==> config.mk <==
export PLATFORM = sky130hd
export DESIGN_NAME = matriz_scan_ctrl
export DESIGN_NICKNAME = d
export VERILOG_FILES = /design/src/rtl/matriz_pkg.sv /design/src/rtl/matriz_frame_buf.sv /design/src/rtl/matriz_scan_ctrl.sv
export SDC_FILE = /design/constraint.sdc
export NUM_CORES = 1
export LEC_CHECK = 0
export CELL_PAD_IN_SITES_DETAIL_PLACEMENT = 1
export CELL_PAD_IN_SITES_GLOBAL_PLACEMENT = 2
export CORE_ASPECT_RATIO = 1.4
export CORE_MARGIN = 3
export CORE_UTILIZATION = 40
export DETAILED_ROUTE_END_ITERATION = 12
export PLACE_DENSITY = 0.69
export SYNTH_ARGS = -nofsm -noshare
export SYNTH_HDL_FRONTEND = slang
export SYNTH_HIERARCHICAL = 1
export SYNTH_SLANG_ARGS = --single-unit
export TNS_END_PERCENT = 5
==> constraint.sdc <==
create_clock -name MatrizScan_CLOCK_50 -period 4.37 [get_ports MatrizScan_CLOCK_50]
set_clock_uncertainty 0.05 [all_clocks]
set_input_delay 0.437 -clock MatrizScan_CLOCK_50 [delete_from_list [all_inputs] [get_ports MatrizScan_CLOCK_50]]
set_output_delay 0.437 -clock MatrizScan_CLOCK_50 [all_outputs]
set_load 0.02 [all_outputs]
==> src/rtl/matriz_pkg.sv <==
`default_nettype none
// ============================================================================
// Module      : matriz_pkg
// Description : Shared constants for the LED matrix scan controller: FSM
//               state encoding, row geometry and default scan timing.
// Revision    : 1.0 - initial release
// ============================================================================
package matriz_pkg;

  // Matrix geometry: eight rows addressed by a three-bit row index.
  localparam int ROW_COUNT = 8;
  localparam int ROW_W     = 3;

  // Default timing: 1 kHz frame refresh at 50 MHz with eight rows.
  localparam int DEF_DRIVE_CYCLES = 6250;
  localparam int DEF_BLANK_CYCLES = 50;

  // Scan FSM state encoding.
  localparam logic [1:0] ST_IDLE  = 2'd0;
  localparam logic [1:0] ST_BLANK = 2'd1;
  localparam logic [1:0] ST_DRIVE = 2'd2;

endpackage
`default_nettype wire

==> src/rtl/matriz_frame_buf.sv <==
`default_nettype none
// ============================================================================
// Module      : matriz_frame_buf
// Description : Double-buffered row storage (2 x ROWS x DATAWIDTH) with one
//               write port and one registered read port. The read port
//               returns the contents the array holds after the current edge,
//               so a write and a read of the same entry on one edge yield the
//               newly written data.
// Revision    : 1.0 - initial release
// ============================================================================
module matriz_frame_buf
  import matriz_pkg::*;
#(
  parameter int DATAWIDTH = ROW_COUNT,
  parameter int ROWS      = ROW_COUNT
) (
  input  logic                 clk,
  input  logic                 rst_n,
  input  logic                 wr_en,
  input  logic                 wr_buf,
  input  logic [ROW_W-1:0]     wr_addr,
  input  logic [DATAWIDTH-1:0] wr_data,
  input  logic                 rd_en,
  input  logic                 rd_buf,
  input  logic [ROW_W-1:0]     rd_addr,
  output logic [DATAWIDTH-1:0] rd_data
);

  logic [DATAWIDTH-1:0] mem [2][ROWS];
  logic                 fwd_hit;

  assign fwd_hit = wr_en && (wr_buf == rd_buf) && (wr_addr == rd_addr);

  // Storage array: cleared in reset, otherwise one row written per strobe.
  always_ff @(posedge clk) begin
    if (!rst_n) begin
      for (int b = 0; b < 2; b++) begin
        for (int r = 0; r < ROWS; r++) begin
          mem[b][r] <= '0;
        end
      end
    end else if (wr_en) begin
      mem[wr_buf][wr_addr] <= wr_data;
    end
  end

  // Registered read: zero when not enabled, forwarded data on a same-edge hit.
  always_ff @(posedge clk) begin
    if (!rst_n) begin
      rd_data <= '0;
    end else if (!rd_en) begin
      rd_data <= '0;
    end else if (fwd_hit) begin
      rd_data <= wr_data;
    end else begin
      rd_data <= mem[rd_buf][rd_addr];
    end
  end

endmodule
`default_nettype wire

==> src/rtl/matriz_scan_ctrl.sv <==
`default_nettype none
// ============================================================================
// Module      : matriz_scan_ctrl
// Description : Multiplexed LED matrix scanner. Cycles through the rows with
//               a blanking gap before each row, displays the front buffer and
//               swaps front/back buffers only at frame boundaries (or at once
//               while idle). All outputs are registered.
// Revision    : 1.0 - initial release
// ============================================================================
module matriz_scan_ctrl
  import matriz_pkg::*;
#(
  parameter int DATAWIDTH    = ROW_COUNT,
  parameter int DRIVE_CYCLES = DEF_DRIVE_CYCLES,
  parameter int BLANK_CYCLES = DEF_BLANK_CYCLES
) (
  input  logic                 MatrizScan_CLOCK_50,
  input  logic                 MatrizScan_RESET_InLow,
  input  logic                 MatrizScan_Enable_In,
  input  logic                 MatrizScan_WrEn_In,
  input  logic [ROW_W-1:0]     MatrizScan_WrAddr_In,
  input  logic [DATAWIDTH-1:0] MatrizScan_WrData_In,
  input  logic                 MatrizScan_Swap_In,
  output logic                 MatrizScan_SwapAck_Out,
  output logic [DATAWIDTH-1:0] MatrizScan_Row_Out,
  output logic [DATAWIDTH-1:0] MatrizScan_Col_Out,
  output logic                 MatrizScan_FrameStart_Out
);

  localparam int CNT_MAX = (DRIVE_CYCLES > BLANK_CYCLES) ? DRIVE_CYCLES : BLANK_CYCLES;
  localparam int CNT_W   = (CNT_MAX > 1) ? $clog2(CNT_MAX) : 1;

  localparam logic [CNT_W-1:0] DRIVE_LAST = CNT_W'(DRIVE_CYCLES - 1);
  localparam logic [CNT_W-1:0] BLANK_LAST = CNT_W'((BLANK_CYCLES > 0) ? BLANK_CYCLES - 1 : 0);
  localparam logic [ROW_W-1:0] LAST_ROW   = ROW_W'(DATAWIDTH - 1);

  // With no blanking configured, each row goes straight into DRIVE.
  localparam logic [1:0] ST_ROW_ENTRY = (BLANK_CYCLES > 0) ? ST_BLANK : ST_DRIVE;

  logic                 clk;
  logic                 rst_n;
  logic                 enable;

  logic [1:0]           state,   state_nxt;
  logic [ROW_W-1:0]     row,     row_nxt;
  logic [CNT_W-1:0]     cnt,     cnt_nxt;
  logic                 sel,     sel_nxt;
  logic                 pending, pending_nxt;
  logic                 commit;
  logic                 frame_start_nxt;

  logic [DATAWIDTH-1:0] row_sel;
  logic                 frame_start;
  logic                 swap_ack;
  logic [DATAWIDTH-1:0] col_data;

  assign clk    = MatrizScan_CLOCK_50;
  assign rst_n  = MatrizScan_RESET_InLow;
  assign enable = MatrizScan_Enable_In;

  // Next-state, row/counter advance, frame marker and swap commit decision.
  always_comb begin
    state_nxt       = state;
    row_nxt         = row;
    cnt_nxt         = cnt;
    frame_start_nxt = 1'b0;
    commit          = 1'b0;

    case (state)
      ST_IDLE: begin
        // Nothing is on screen, so a pending swap can take effect at once.
        commit = pending;
        if (enable) begin
          state_nxt       = ST_ROW_ENTRY;
          row_nxt         = '0;
          cnt_nxt         = '0;
          frame_start_nxt = 1'b1;
        end
      end
      ST_BLANK: begin
        if (cnt == BLANK_LAST) begin
          state_nxt = ST_DRIVE;
          cnt_nxt   = '0;
        end else begin
          cnt_nxt = cnt + CNT_W'(1);
        end
      end
      ST_DRIVE: begin
        if (cnt == DRIVE_LAST) begin
          state_nxt = ST_ROW_ENTRY;
          cnt_nxt   = '0;
          if (row == LAST_ROW) begin
            // Frame boundary: the only point where a running display swaps.
            row_nxt         = '0;
            frame_start_nxt = 1'b1;
            commit          = pending;
          end else begin
            row_nxt = row + ROW_W'(1);
          end
        end else begin
          cnt_nxt = cnt + CNT_W'(1);
        end
      end
      default: begin
        state_nxt = ST_IDLE;
        row_nxt   = '0;
        cnt_nxt   = '0;
      end
    endcase

    // Disable overrides the scan but leaves buffers and the pending request.
    if (!enable) begin
      state_nxt       = ST_IDLE;
      row_nxt         = '0;
      cnt_nxt         = '0;
      frame_start_nxt = 1'b0;
    end

    // A request in the commit cycle itself re-arms for the following frame.
    sel_nxt     = sel ^ commit;
    pending_nxt = MatrizScan_Swap_In | (pending & ~commit);
  end

  // Scan state, buffer select and registered row/marker outputs.
  always_ff @(posedge clk) begin
    if (!rst_n) begin
      state       <= ST_IDLE;
      row         <= '0;
      cnt         <= '0;
      sel         <= 1'b0;
      pending     <= 1'b0;
      row_sel     <= '0;
      frame_start <= 1'b0;
      swap_ack    <= 1'b0;
    end else begin
      state       <= state_nxt;
      row         <= row_nxt;
      cnt         <= cnt_nxt;
      sel         <= sel_nxt;
      pending     <= pending_nxt;
      row_sel     <= (state_nxt == ST_DRIVE) ? (DATAWIDTH'(1) << row_nxt) : '0;
      frame_start <= frame_start_nxt;
      swap_ack    <= commit;
    end
  end

  // Writes always target the pre-commit back buffer; the read port fetches
  // the row being driven next cycle from the post-commit front buffer.
  matriz_frame_buf #(
    .DATAWIDTH (DATAWIDTH),
    .ROWS      (DATAWIDTH)
  ) u_frame_buf (
    .clk     (clk),
    .rst_n   (rst_n),
    .wr_en   (MatrizScan_WrEn_In),
    .wr_buf  (~sel),
    .wr_addr (MatrizScan_WrAddr_In),
    .wr_data (MatrizScan_WrData_In),
    .rd_en   (state_nxt == ST_DRIVE),
    .rd_buf  (sel_nxt),
    .rd_addr (row_nxt),
    .rd_data (col_data)
  );

  assign MatrizScan_Row_Out        = row_sel;
  assign MatrizScan_Col_Out        = col_data;
  assign MatrizScan_FrameStart_Out = frame_start;
  assign MatrizScan_SwapAck_Out    = swap_ack;

endmodule
`default_nettype wire

* Word level (Yosys, flattened, before mapping)
Memory sizes are Yosys's and may differ from the RTL's. Cells that the tools add are included.
Storage, ports and cells: flip-flop bits (word level) 38, bits in writable memories 128, input bits 16, memories kept 1
Memories:
- u_frame_buf.mem | depth 2, bits a word 64, read ports 1, clocked after Yosys merged registers in 0, write ports 2, RTL line matriz_frame_buf.sv:29 | logic [DATAWIDTH-1:0] mem [2][ROWS];
Operators by class: $add $sub $neg 2, $lt $le $gt $ge 3, equal/unequal tests 8, shift operators 1, mux-type cells 30, bitwise gates (word level) 7, reductions and logical operators 7
Operator list (number):
- 64-bit two-way mux | 3
- 64-bit OR reduction | 1
- 8-bit two-way mux | 4
- 13-bit two-way mux | 2
- 13-bit case mux with 2 select lines | 1
- 8-bit binary-select mux with 3-bit select | 1
- 8-bit demux with 3-bit select | 1
- 13-bit by 1-bit adder with 13-bit output, second input constant | 1
- 13-bit == test, second input constant | 1
- 13-bit by 6-bit == test with 1-bit output, second input constant | 1
- 3-bit two-way mux | 3
- 4-bit greater-or-equal comparator, second input constant | 2
- 1-bit two-way mux | 8
- 3-bit inverter with 4-bit output | 2
- 1-bit by 3-bit << shifter with 8-bit output, first input constant | 1
- 2-bit two-way mux | 3
- 2-bit case mux with 3 select lines | 1
- 3-bit case mux with 2 select lines | 1
- 2-bit == test, second input constant | 2
- 4-bit by 1-bit < comparator with 1-bit output, second input constant | 1
- 1-bit case mux with 2 select lines | 2
- 2-bit AND reduction | 2
- 3-bit by 1-bit adder with 3-bit output, second input constant | 1
- 3-bit == test | 1
- 9 further kinds | 12

* Logic depth before layout (Yosys ltp)
depth in word-level cells 10, gate-level depth with buffers 14, mapped depth without buffers 12

* Modules after synthesis
Netlist, hierarchy kept.
By module, submodules not included:
- matriz_frame_buf | times used 1, cells an instance 358, area each 5871.9 um2, seq. area each 4003.8 um2
- matriz_scan_ctrl | times used 1, cells an instance 149, area each 1415.1 um2, seq. area each 600.6 um2

* Worst setup path before layout
OpenSTA, ideal clock, no wires.
path kind reg2reg, start reg cnt[0], end reg u_frame_buf.rd_data[0], library setup time 0.117 ns, data arrival time 2.885 ns, required time 4.203 ns, path slack 1.318 ns, stages on the path, launching flop included 13, buffers on the path 1, cells stage by stage dfxtp_1 -> ha_1 -> nor4b_2 -> and4_1 -> buf_2 -> mux2_1 -> a22oi_1 -> or2_2 -> inv_1 -> xor2_1 -> nor4_1 -> a21oi_1 -> a22o_1
On the way: longest elaborated chain between the ends 9, elaborated cells on any way between the ends 24, those cells by class eq/ne: 5; mux: 13; bitwise: 2; reduce/logical: 3; memory: 1
Ends and longest elaborated chain:
- start: declaration | RTL line matriz_scan_ctrl.sv:46 | logic [CNT_W-1:0] cnt, cnt_nxt;
- start signal: assignment | RTL line matriz_scan_ctrl.sv:138 | cnt <= cnt_nxt;
- 13-bit == test * | RTL line matriz_scan_ctrl.sv:89 | if (cnt == DRIVE_LAST) begin
- 3-bit two-way mux * | RTL line matriz_scan_ctrl.sv:89
- 3-bit case mux with 2 select lines * | RTL line matriz_scan_ctrl.sv:69 | case (state)
- 3-bit two-way mux * | RTL line matriz_scan_ctrl.sv:112 | if (!enable) begin
- net row_nxt[1] | RTL line matriz_scan_ctrl.sv:45 | logic [ROW_W-1:0] row, row_nxt;
- 3-bit inverter with 4-bit output (implied by the code) | RTL line matriz_frame_buf.sv:56 | rd_data <= mem[rd_buf][rd_addr];
- 8-bit binary-select mux with 3-bit select | RTL line matriz_frame_buf.sv:56
- 8-bit two-way mux (implied by the code) (2 in a row) | RTL line matriz_frame_buf.sv:56
- 8-bit two-way mux * | RTL line matriz_frame_buf.sv:53 | end else if (fwd_hit) begin
- end signal: assignment | RTL line matriz_frame_buf.sv:54 | rd_data <= wr_data;
- end signal: assignment | RTL line matriz_frame_buf.sv:56
- end: declaration | RTL line matriz_frame_buf.sv:26 | output logic [DATAWIDTH-1:0] rd_data
The timed path passes the listed nets; every way through them passes the cells marked *. The select of a mux whose other input is x is not followed. A chain may end at the register's enable or synchronous reset.

* Worst setup path after layout
Same ends and word-level chain as after synthesis.

==> impl_summary.log <==
INFO  metric timing.max_slew.rel_slack = 0.3293
INFO  metric flow.area_growth_from_synthesis = 16.35%
INFO  metric place_congestion = about 0.81
INFO  metric number_of_register_bits_inferred_by_synthesis = around 170
INFO  metric number_of_design_rule_violations_left_after_detail_routing = 0
INFO  metric cpPeakStageDelay = 0.41 ns
INFO  metric overflow = 0
INFO  metric dpl_cell_area = around 8000 sq um
INFO  metric first_global_vias = between 4000 and 5000
INFO  metric routed-via-count = approximately 4400
INFO  metric postCtsHoldBufs = 0
INFO  metric insertion_delay = about 0.43 ns
INFO  metric core = between 15000 and 20000 sq um
INFO  metric fin_nets = around 580
INFO  metric clkTransAtPathRegs = 0.06 ns
INFO  metric antenna_found_initial = 0
INFO  metric layout_worst_path_cycle_share = 0.8129
INFO  metric netlist_top_cells_area = sky130_fd_sc_hd__edfxtp_1, sky130_fd_sc_hd__dfxtp_1, sky130_fd_sc_hd__mux4_2
INFO  metric rsz0062_at_grt = false
INFO  metric post_cts_resize_count = 0
INFO  metric whs_endpoint = cnt[0]
INFO  metric yosysUniqueCellTypes = 55
INFO  metric cts-buffers-inserted = 17
INFO  metric clock-root-buffer = sky130_fd_sc_hd__clkbuf_16
INFO  metric floorplan.die.width = roughly 120 um
INFO  metric period_minus_slack = roughly 3.6 ns
INFO  metric fp-row-count = between 50 and 60
INFO  metric critPathArrivalTime = roughly 3.8 ns
INFO  metric worstHoldPathCells = 1
INFO  metric synth_top_cell_area_share = 0.5275
INFO  metric worstPathCellList = ha_1 > nor4b_2 > and4_1 > mux2_1 > a22oi_1 > or2_2 > inv_1 > xor2_1 > nor4_1 > a21oi_1 > a22o_1
INFO  metric routed_wirelength = roughly 19000 um
INFO  metric max-vdd-ir-drop = 0.2351 mV
INFO  metric cts_num_sinks = 166
INFO  metric reg2reg_depth = 11
INFO  metric fmax = 281.5 MHz
INFO  metric finalSetupViolations = 0
INFO  metric drv_cap = 0
INFO  metric number_of_enable_flip_flop_cells_after_synthesis = 128
INFO  metric initial_core_util = 0.4137
INFO  metric critical-path-slowest-cell = sky130_fd_sc_hd__dfxtp_1
INFO  metric cp-start-kind = register
INFO  metric p_per_area = between 400 and 500 nW/um^2
INFO  metric detail-route-antenna-nets = 0
INFO  metric postSynthNetCount = 531
INFO  metric setup.reg_to_reg.worst_slack = around 0.82 ns
INFO  metric post-synth-top-area-cell = sky130_fd_sc_hd__edfxtp_1
INFO  metric drtIter0Drc = 400
INFO  metric timing.rr.end = u_frame_buf/rd_data[0]
INFO  metric total_leakage_power = 3.081 nW
INFO  metric crit_fanout = 8
INFO  metric setup_tns = 0 ns
INFO  metric reg2reg_from = cnt[0]
INFO  metric synth_async_sr_flop_share = 0
INFO  metric outcome = completed
INFO  metric tritoncts = done
INFO  metric avgViaCountPerCell = between 5 and 6
INFO  metric worstSetupEndpointType = register
INFO  metric per_instance_average_area_after_synthesis = ~14 sq um
INFO  metric yosys_warnings = 6
INFO  metric port_buffers = 33
INFO  metric final_area = 8478 sq um
INFO  metric ys_seq_area_frac = 0.6319
INFO  metric maximum_number_of_pins_on_one_net_before_global_route_repair = 35
INFO  metric route.detailed.wl_per_inst = between 20 and 25 um
INFO  metric synth-main-ff-cell = sky130_fd_sc_hd__edfxtp_1
INFO  metric cp.required = ~4.6 ns
INFO  metric first_pass_grt_wire_length = 28930 um
INFO  metric timing.setup.critical_path_class = reg -> reg
INFO  metric floorplan.die.height = 165.7 um
INFO  metric number_of_hold_violations_in_the_final_report = 0
INFO  metric syn_area = 7287 sq um
INFO  metric detailedRoute.firstPassIterationCount = 5
INFO  metric timing.hold.worst.start = cnt[0]
INFO  metric antennaDiodeCount = 0
INFO  metric layout-drive-gt1-share = 0.1439
INFO  metric ctsLongestPathBuffers = 2
INFO  metric min-delay-path-class = reg -> reg
INFO  metric die-area = between 15000 and 20000 sq um
INFO  metric drv_slew = 0
INFO  metric worst-slew-pin-transition = roughly 1 ns
INFO  metric htree_num_levels = 4
INFO  metric syn_inst = ~510
INFO  metric postCtsSetupBuffers = 0
INFO  metric io-pin-count = 34
INFO  metric grt.total_usage = 0.1979
INFO  metric detailed_place_hpwl = around 13000 um
==> critical path, delay by kind of cell, from the launching register on <==
family                     cells  cell delay, ns
muxes                          1            0.36
xor gates and xnor gates       1            0.17
adders and majority gates      1            0.19
AOI/OAI and AO/OA              3            0.85
buffers and inverters          1            0.10
DFF                            1            0.41
and+or+nand+nor                4            1.32
==> power breakdown <==
group	internal [W]	switching [W]	leakage, nW
Sequential	0.00176	0.0000164	1.64
Clock	0.000848	0.000632	0.277
Combinational	0.000106	0.000148	1.16
Total	0.00271	0.000797	3.08
==> flip-flops by register name, indices dropped and copies added, names as in the netlist <==
| signal | cells |
|---|---|
| sel | 1 |
| state | 2 |
| u_frame_buf/rd_data | 8 |
| MatrizScan_Row_Out | 8 |
| MatrizScan_FrameStart_Out | 1 |
| row | 3 |
| cnt | 13 |
| MatrizScan_SwapAck_Out | 1 |
| u_frame_buf/mem | 128 |
| pending | 1 |
==> layout by cell type (no fill, tap or decap), types with 12 or more instances in the layout <==
cell                              Yosys  final
sky130_fd_sc_hd__and2_1              46     46
sky130_fd_sc_hd__edfxtp_1           128    128
sky130_fd_sc_hd__nor2_1              54     54
sky130_fd_sc_hd__buf_4                0     12
sky130_fd_sc_hd__clkdlybuf4s50_1      0     33
sky130_fd_sc_hd__mux4_2              20     20
sky130_fd_sc_hd__nand2_1             32     32
sky130_fd_sc_hd__dfxtp_1             38     38
sky130_fd_sc_hd__a22oi_1             18     18
sky130_fd_sc_hd__mux4_1              12     12
sky130_fd_sc_hd__inv_1               18     18
sky130_fd_sc_hd__clkbuf_16            0     17
==> area by class of cell <==
| class | count | area (sq um) |
|---|---|---|
| Timing Repair Buffer | 46 | 440.4 |
| Inverter | 18 | 67.56 |
| Sequential cell | 166 | 4604 |
| Multi-Input combinational cell | 302 | 2494 |
| Fill cell | 1811 | 9138 |
| Clock buffer | 18 | 429.2 |
| Clock inverter | 13 | 147.6 |
| Tap cell | 236 | 295.3 |
==> cells in the mapped netlist (2+ instances only) <==
cell type	count
sky130_fd_sc_hd__nor2b_1	7
sky130_fd_sc_hd__a41oi_1	2
sky130_fd_sc_hd__or3b_1	2
sky130_fd_sc_hd__nand3b_1	3
sky130_fd_sc_hd__and3_1	9
sky130_fd_sc_hd__dfxtp_1	38
sky130_fd_sc_hd__edfxtp_1	128
sky130_fd_sc_hd__nor2_1	54
sky130_fd_sc_hd__a21oi_1	3
sky130_fd_sc_hd__o21ai_1	2
sky130_fd_sc_hd__buf_8	2
sky130_fd_sc_hd__mux4_2	20
sky130_fd_sc_hd__o21ai_0	9
sky130_fd_sc_hd__buf_1	3
sky130_fd_sc_hd__mux2_1	2
sky130_fd_sc_hd__and4_1	2
sky130_fd_sc_hd__ha_1	8
sky130_fd_sc_hd__a22o_1	8
sky130_fd_sc_hd__nand2b_1	5
sky130_fd_sc_hd__nand3_1	10
sky130_fd_sc_hd__nand2_1	32
sky130_fd_sc_hd__mux4_1	12
sky130_fd_sc_hd__buf_2	9
sky130_fd_sc_hd__nor3_1	5
sky130_fd_sc_hd__clkbuf_1	5
sky130_fd_sc_hd__xnor2_1	7
sky130_fd_sc_hd__nor4_1	2
sky130_fd_sc_hd__inv_1	18
sky130_fd_sc_hd__nand4_1	3
sky130_fd_sc_hd__nor4_2	2
sky130_fd_sc_hd__and2_1	46
sky130_fd_sc_hd__a22oi_1	18
sky130_fd_sc_hd__xor2_1	9
==> worst max path at each step <==
stage                                         to  depth (start not counted)  slack (ns)    from
after floorplan           u_frame_buf/rd_data[0]                         12        1.32  cnt[0]
after global placement    u_frame_buf/rd_data[6]                         11        0.86  cnt[0]
after detailed placement  u_frame_buf/rd_data[6]                         11        0.79  cnt[0]
after CTS                 u_frame_buf/rd_data[6]                         11        0.75  cnt[0]
after global routing      u_frame_buf/rd_data[0]                         11        0.50  cnt[0]
final                     u_frame_buf/rd_data[0]                         11        0.82  cnt[0]
==> cell families (layout without fill, tap and decap cells) <==
family / after synthesis / count (layout) / share of synthesized area
AND/OR/NAND/NOR: 192 / 192 / 0.1405
flip-flops: 166 / 166 / 0.6319
AO/OA/AOI/OAI: 51 / 51 / 0.05718
buffers and inverters: 39 / 95 / 0.02799
multiplexers: 35 / 35 / 0.1095
XOR/XNOR: 16 / 16 / 0.01923
adder cells (fa/ha/maj): 8 / 8 / 0.01374
==> metal layers <==
layer,up-vias,share of wire,global-route usage
met5,-,0,0
met4,0,0.012,0.05833
met3,12,0.043,0.03888
met2,122,0.53,0.3360
met1,2234,0.42,0.2571
li1,1996,-,-
==> stage by stage <==
stage | util | cells | setup slack [ns] | total power, W | hold WS, ns
floorplan | - | 507 | 1.318 | 0.001970 | 0.3945
finish | 0.4813 | 799 | 0.8177 | 0.003507 | 0.4406
global placement | 0.4485 | 768 | 0.8556 | 0.002058 | 0.4100
detailed placement | 0.4485 | 768 | 0.7910 | 0.002064 | 0.4267
global route | 0.4813 | 799 | 0.4975 | 0.003633 | 0.4589
CTS | 0.4813 | 799 | 0.7484 | 0.003542 | 0.4419
Power figures use the tool's default switching activity.
